**src/rtl/memwb_pkg.sv**
```systemverilog
// Shared widths and FSM encoding for the memory/writeback stage.
package memwb_pkg;
  localparam int MEMWB_RW    = 16;
  localparam int MEMWB_REGNO = 8;

  typedef enum logic {
    MEMWB_IDLE = 1'b0,
    MEMWB_BUS  = 1'b1
  } memwb_state_e;
endpackage

```
**src/rtl/memwb_mem_lane.sv**
```systemverilog
// Byte-lane steering: store select/data on the way out, load extraction on the way back.
module memwb_mem_lane
  import memwb_pkg::*;
#(
  parameter int RW = MEMWB_RW
) (
  input  logic          st_a0_i,
  input  logic          st_byte_i,
  input  logic [RW-1:0] st_data_i,
  output logic [1:0]    sel_o,
  output logic [RW-1:0] wdata_o,
  input  logic [RW-1:0] rdata_i,
  input  logic          ld_a0_i,
  input  logic          ld_byte_i,
  output logic [RW-1:0] ldata_o
);
  always_comb begin
    sel_o   = 2'b11;
    wdata_o = st_data_i;
    if (st_byte_i) begin
      sel_o   = st_a0_i ? 2'b10 : 2'b01;
      wdata_o = {(RW/8){st_data_i[7:0]}};
    end
  end

  // Byte loads come back zero-extended from whichever lane was addressed.
  always_comb begin
    ldata_o = rdata_i;
    if (ld_byte_i)
      ldata_o = RW'(ld_a0_i ? rdata_i[15:8] : rdata_i[7:0]);
  end
endmodule

```
**src/rtl/memwb.sv**
```systemverilog
// Memory/writeback stage: one bus transaction per memory op, one-cycle
// register-file write pulse, one-cycle exception pulse on bus fault.
module memwb
  import memwb_pkg::*;
#(
  parameter int RW    = MEMWB_RW,
  parameter int REGNO = MEMWB_REGNO
) (
  input  logic             i_clk,
  input  logic             i_rst,
  input  logic             i_submit,
  output logic             o_ready,
  input  logic [RW-1:0]    i_data,
  input  logic [RW-1:0]    i_addr,
  input  logic [REGNO-1:0] i_reg_ie,
  input  logic             i_mem_access,
  input  logic             i_mem_we,
  input  logic             i_mem_width,
  output logic [REGNO-1:0] o_reg_ie,
  output logic [RW-1:0]    o_reg_data,
  output logic             o_mem_req,
  output logic             o_mem_we,
  output logic [RW-2:0]    o_mem_addr,
  output logic [1:0]       o_mem_sel,
  output logic [RW-1:0]    o_mem_wdata,
  input  logic             i_mem_ack,
  input  logic [RW-1:0]    i_mem_rdata,
  input  logic             i_mem_fault,
  output logic             o_exception
);
  memwb_state_e     state_q;
  logic [REGNO-1:0] ie_q;
  logic             a0_q;
  logic             byte_q;
  logic [REGNO-1:0] reg_ie_q;
  logic [RW-1:0]    reg_data_q;
  logic             exc_q;
  logic             we_q;
  logic [RW-2:0]    addr_q;
  logic [1:0]       sel_q;
  logic [RW-1:0]    wdata_q;

  logic [1:0]       sel_d;
  logic [RW-1:0]    wdata_d;
  logic [RW-1:0]    ldata_d;
  logic             accept;

  assign o_ready = (state_q == MEMWB_IDLE);
  assign accept  = i_submit & o_ready;

  memwb_mem_lane #(.RW(RW)) u_lane (
    .st_a0_i   (i_addr[0]),
    .st_byte_i (i_mem_width),
    .st_data_i (i_data),
    .sel_o     (sel_d),
    .wdata_o   (wdata_d),
    .rdata_i   (i_mem_rdata),
    .ld_a0_i   (a0_q),
    .ld_byte_i (byte_q),
    .ldata_o   (ldata_d)
  );

  always_ff @(posedge i_clk) begin
    if (i_rst) begin
      state_q    <= MEMWB_IDLE;
      ie_q       <= '0;
      a0_q       <= 1'b0;
      byte_q     <= 1'b0;
      reg_ie_q   <= '0;
      reg_data_q <= '0;
      exc_q      <= 1'b0;
      we_q       <= 1'b0;
      addr_q     <= '0;
      sel_q      <= '0;
      wdata_q    <= '0;
    end else begin
      reg_ie_q <= '0;
      exc_q    <= 1'b0;
      case (state_q)
        MEMWB_IDLE: begin
          if (accept) begin
            if (i_mem_access) begin
              ie_q    <= i_reg_ie;
              a0_q    <= i_addr[0];
              byte_q  <= i_mem_width;
              we_q    <= i_mem_we;
              addr_q  <= i_addr[RW-1:1];
              sel_q   <= sel_d;
              wdata_q <= wdata_d;
              state_q <= MEMWB_BUS;
            end else begin
              reg_ie_q   <= i_reg_ie;
              reg_data_q <= i_data;
            end
          end
        end
        MEMWB_BUS: begin
          // Fault wins over a simultaneous ack: the load result is discarded.
          if (i_mem_fault) begin
            exc_q   <= 1'b1;
            state_q <= MEMWB_IDLE;
          end else if (i_mem_ack) begin
            reg_data_q <= ldata_d;
            reg_ie_q   <= we_q ? '0 : ie_q;
            state_q    <= MEMWB_IDLE;
          end
        end
        default: state_q <= MEMWB_IDLE;
      endcase
    end
  end

  assign o_mem_req   = (state_q == MEMWB_BUS);
  assign o_mem_we    = we_q;
  assign o_mem_addr  = addr_q;
  assign o_mem_sel   = sel_q;
  assign o_mem_wdata = wdata_q;
  assign o_reg_ie    = reg_ie_q;
  assign o_reg_data  = reg_data_q;
  assign o_exception = exc_q;
endmodule
```
**config.mk**
```make
export PLATFORM = sky130hd
export DESIGN_NAME = memwb
export DESIGN_NICKNAME = d
export VERILOG_FILES = /design/src/rtl/memwb_pkg.sv /design/src/rtl/memwb_mem_lane.sv /design/src/rtl/memwb.sv
export SDC_FILE = /design/constraint.sdc
export NUM_CORES = 1
export LEC_CHECK = 0
export CORE_MARGIN = 4
export CORE_UTILIZATION = 42
export DETAILED_ROUTE_END_ITERATION = 10
export PLACE_DENSITY = 0.8
export SLEW_MARGIN = 20
export SYNTH_ARGS = -nofsm -noshare
export SYNTH_HDL_FRONTEND = slang
export SYNTH_SLANG_ARGS = --single-unit
export TNS_END_PERCENT = 50
```
**constraint.sdc**
```tcl
create_clock -name i_clk -period 2.1 [get_ports i_clk]
set_input_delay 0.42 -clock i_clk [delete_from_list [all_inputs] [get_ports i_clk]]
set_output_delay 0.42 -clock i_clk [all_outputs]
set_load 0.02 [all_outputs]
```
==> impl_results.md <==
- Outcome: finished, final reports clean
- Worst skew pair latency: 0.34 ns
- P&R area growth vs syn: 55.96%
- Syn Nets: 390
- # fillers: 533
- Worst slew margin: 50.16%
- Post-route clock period utilization: 89.55%
- Syn Inst Count: 326
- Logic gate share of total power: 18.4%
- DP HPWL: 6688 µm
- First-pass GRT wire length: 14130 µm
- Gp weighted congestion: 0.9034
- Clock Tree Root: clkbuf_8
- Clock transition at the registers of the reported paths: 0.08 ns
- Clock share of power: 37.1%
- Seq/Total Area, Yosys: 50.02%
- WHS Path Cells: 2
- Hold Path End: o_mem_addr[7]$_SDFFE_PP0P_
- Crit start category: register
- Hold Crit Class: reg -> reg
- Cell variety after synth: 27
- Die area: 8041 µm²
- Total GRT Usage: 23.03%
- Total grt overflow: 0
- Die X: 89.67 µm
- Routed len/inst: 17.51 µm
- P_sw: 868.6 µW
- Ant. Diodes: 0
- Internal power: 2.375 mW
- Peak VDD IR: 0.0003861 V
- Post-layout min period: 1.880 ns
- Row cnt: 29
- Die height: 89.67 µm
- First-pass DRT Iterations: 5
- Core Box Area: 6422 µm²
- Critical path capture point type: output pin
- Drc violations: 0
- PwrDens: 742.5 nW/µm²
- Cell Area, Synth: 2801 µm²
- I/O pins: 125
- Asr flop ratio synth: 0%
- DR vias: 2934
- RSZ-0062 raised after global routing: false
- Footprint of the multi-input gates: 1259 µm²
- Reg area: 1403 µm²
- Largest net degree at the start of global routing: 53
- Final core occ: 68.03%
- Hold Worst Slack: 0.4568 ns
- Worst Setup Path Type: reg -> out
- Post-layout nets: 510
- Share of cells above drive strength 1: 7.761%
- Yosys reg bits: 70
- Num CTS Buffers: 9
- H-Tree Depth: 3
- Sw Share: 26.78%
- Number of antenna violations at the first check in global routing: 0
- Cts hold-fix bufs: 0
- Synthesized area per cell: 8.593 µm²
- Starting Density: 43.62%
- Worst Skew: 0.009593 ns
- Max Clk Rate: 531.8 MHz
- Setup violators final: 0
- WP data required: 1.68 ns
- CTS sink cnt: 70
- Number of port buffers: 124
- # Max-Cap Violations: 0
- Setup TNS after final layout: 0 ns
- TritonCTS clock tree: built
- Yosys warns: 0
- Max-slew violations: 0
- RR Endpoint: o_reg_data[3]$_SDFFE_PP0P_
- Vias in the first global route: 2813
- CP Data Arrival Time: 1.46 ns
- Routed Antenna Nets: 0
- Critical-path maximum fanout: 9
- LEAKAGE: 1.601 nW
- Flop pwr share: 44.5%
- Post-synth EDFFs: 0
- Register-to-register setup slack: 0.52 ns
- DR iter-0 viols: 129
- Reg2Reg Launch Point: byte_q$_SDFFE_PP0P_
- Hold Vio Cnt, Final: 0
- Post-synth top flop: dfxtp_1
- Via density: 5.557
- HP Start: o_mem_addr[7]$_SDFFE_PP0P_
- Worst r2r path cells: 3
- Clock Tree Buf Depth: 2
- Drt total wl: 9247 µm
- Least-Margin Pin Slew: 0.7477 ns
==> metal layers <==
layer / vias to the layer above / part of all wire [%] / track usage (%)
li1: 1404 / - / -
met1: 1344 / 41 / 29.96
met2: 164 / 47 / 35.84
met3: 22 / 9.8 / 5.566
met4: 0 / 2.9 / 10.96
met5: - / 0 / 0
==> layout by cell type, fill, tap and decap left out, drive strengths merged, types with 2 or more instances in the layout <==
| cell | synthesis | layout |
|---|---|---|
| bufinv | 0 | 2 |
| and3 | 8 | 8 |
| a21oi | 35 | 35 |
| nand3b | 2 | 2 |
| clkinvlp | 0 | 2 |
| nor2 | 28 | 28 |
| nand4b | 8 | 8 |
| buf | 10 | 16 |
| dfxtp | 70 | 70 |
| nor3 | 17 | 17 |
| nand2 | 70 | 70 |
| mux2i | 8 | 8 |
| a222oi | 8 | 8 |
| and3b | 2 | 2 |
| clkinv | 1 | 3 |
| clkdlybuf4s50 | 0 | 123 |
| clkbuf | 20 | 9 |
| a211oi | 16 | 16 |
| a22oi | 8 | 8 |
| o41ai | 8 | 8 |
| nor3b | 2 | 2 |
==> cell type report <==
cell class                      instances  area share, %
Tap cell                               77          2.205
Sequential cell                        70          32.10
Inverter                                1        0.08591
Clock inverter                          7          2.234
Timing Repair Buffer                  139          31.73
Clock buffer                            9          2.835
Multi-Input combinational cell        225          28.81
==> synthesized netlist by cell type (all sizes together) (8+ instances only) <==
master | number | area [µm²]
dfxtp | 70 | 1401
nand2 | 70 | 262.8
a21oi | 35 | 175.2
nor2 | 28 | 105.1
clkbuf | 20 | 77.57
nor3 | 17 | 85.08
a211oi | 16 | 120.1
buf | 10 | 61.30
a222oi | 8 | 80.08
a22oi | 8 | 60.06
and3 | 8 | 50.05
mux2i | 8 | 80.08
nand4b | 8 | 70.07
o41ai | 8 | 70.07
==> sequential cells by signal, indices dropped and copies added (netlist names) <==
register and flops:
a0_q 1, byte_q 1, ie_q 8, o_exception 1
o_mem_addr 15, o_mem_req 1, o_mem_sel 2, o_mem_wdata 16
o_mem_we 1, o_reg_data 16, o_reg_ie 8
==> power groups by stage <==
stage / combinational, mW / sequential [mW] / clock, mW
5_1_grt: 0.636 / 1.45 / 1.27
3_3_place_gp: 0.586 / 1.47 / 0
2_1_floorplan: 0.191 / 1.54 / 0
3_5_place_dp: 0.594 / 1.47 / 0
6_report: 0.597 / 1.44 / 1.20
4_1_cts: 0.597 / 1.44 / 1.22
==> how the worst max path moves through the flow <==
stage,startpoint,endpoint,slack (ns)
4_1_cts,o_mem_req$_SDFF_PP0_,o_ready,0.06
3_3_place_gp,i_submit,o_reg_data[14]$_SDFFE_PP0P_,0.08
3_5_place_dp,i_submit,o_reg_data[13]$_SDFFE_PP0P_,0.06
5_1_grt,o_mem_req$_SDFF_PP0_,o_ready,0.16
2_1_floorplan,o_mem_req$_SDFF_PP0_,o_reg_data[14]$_SDFFE_PP0P_,0.49
6_report,o_mem_req$_SDFF_PP0_,o_ready,0.22
==> cell families after synthesis <==
kind of cell | count (synthesis) | share of synthesized area, %
AND/OR/NAND/NOR | 141 | 23.67
AO/OA/AOI/OAI | 76 | 18.36
buffers and inverters | 31 | 5.091
multiplexers | 8 | 2.859
flip-flops | 70 | 50.02
==> metrics by stage <==
| step | setup slack [ns] | instances | total power, mW | cell area [µm²] |
|---|---|---|---|---|
| final | 0.2195 | 528 | 3.244 | 4369 |
| after floorplan | 0.4909 | 326 | 1.732 | 2801 |
| after global placement | 0.08362 | 512 | 2.059 | 4146 |
| after global routing | 0.1575 | 528 | 3.363 | 4369 |
| after CTS | 0.05528 | 528 | 3.260 | 4368 |
| after detailed placement | 0.05575 | 512 | 2.067 | 4146 |
==> critical path: stages (launching register included) <==
cell and delay (ns):
dfxtp_2 0.45, clkinv_1 0.12, clkdlybuf4s50_1 0.56
==> what timing repair did <==
action,in CTS,in global routing
resized for setup,0,1
buffers inserted,0,0
endpoints found under the hold margin,0,0
setup endpoints to repair,0,1
(Power assumes the default switching activity.)
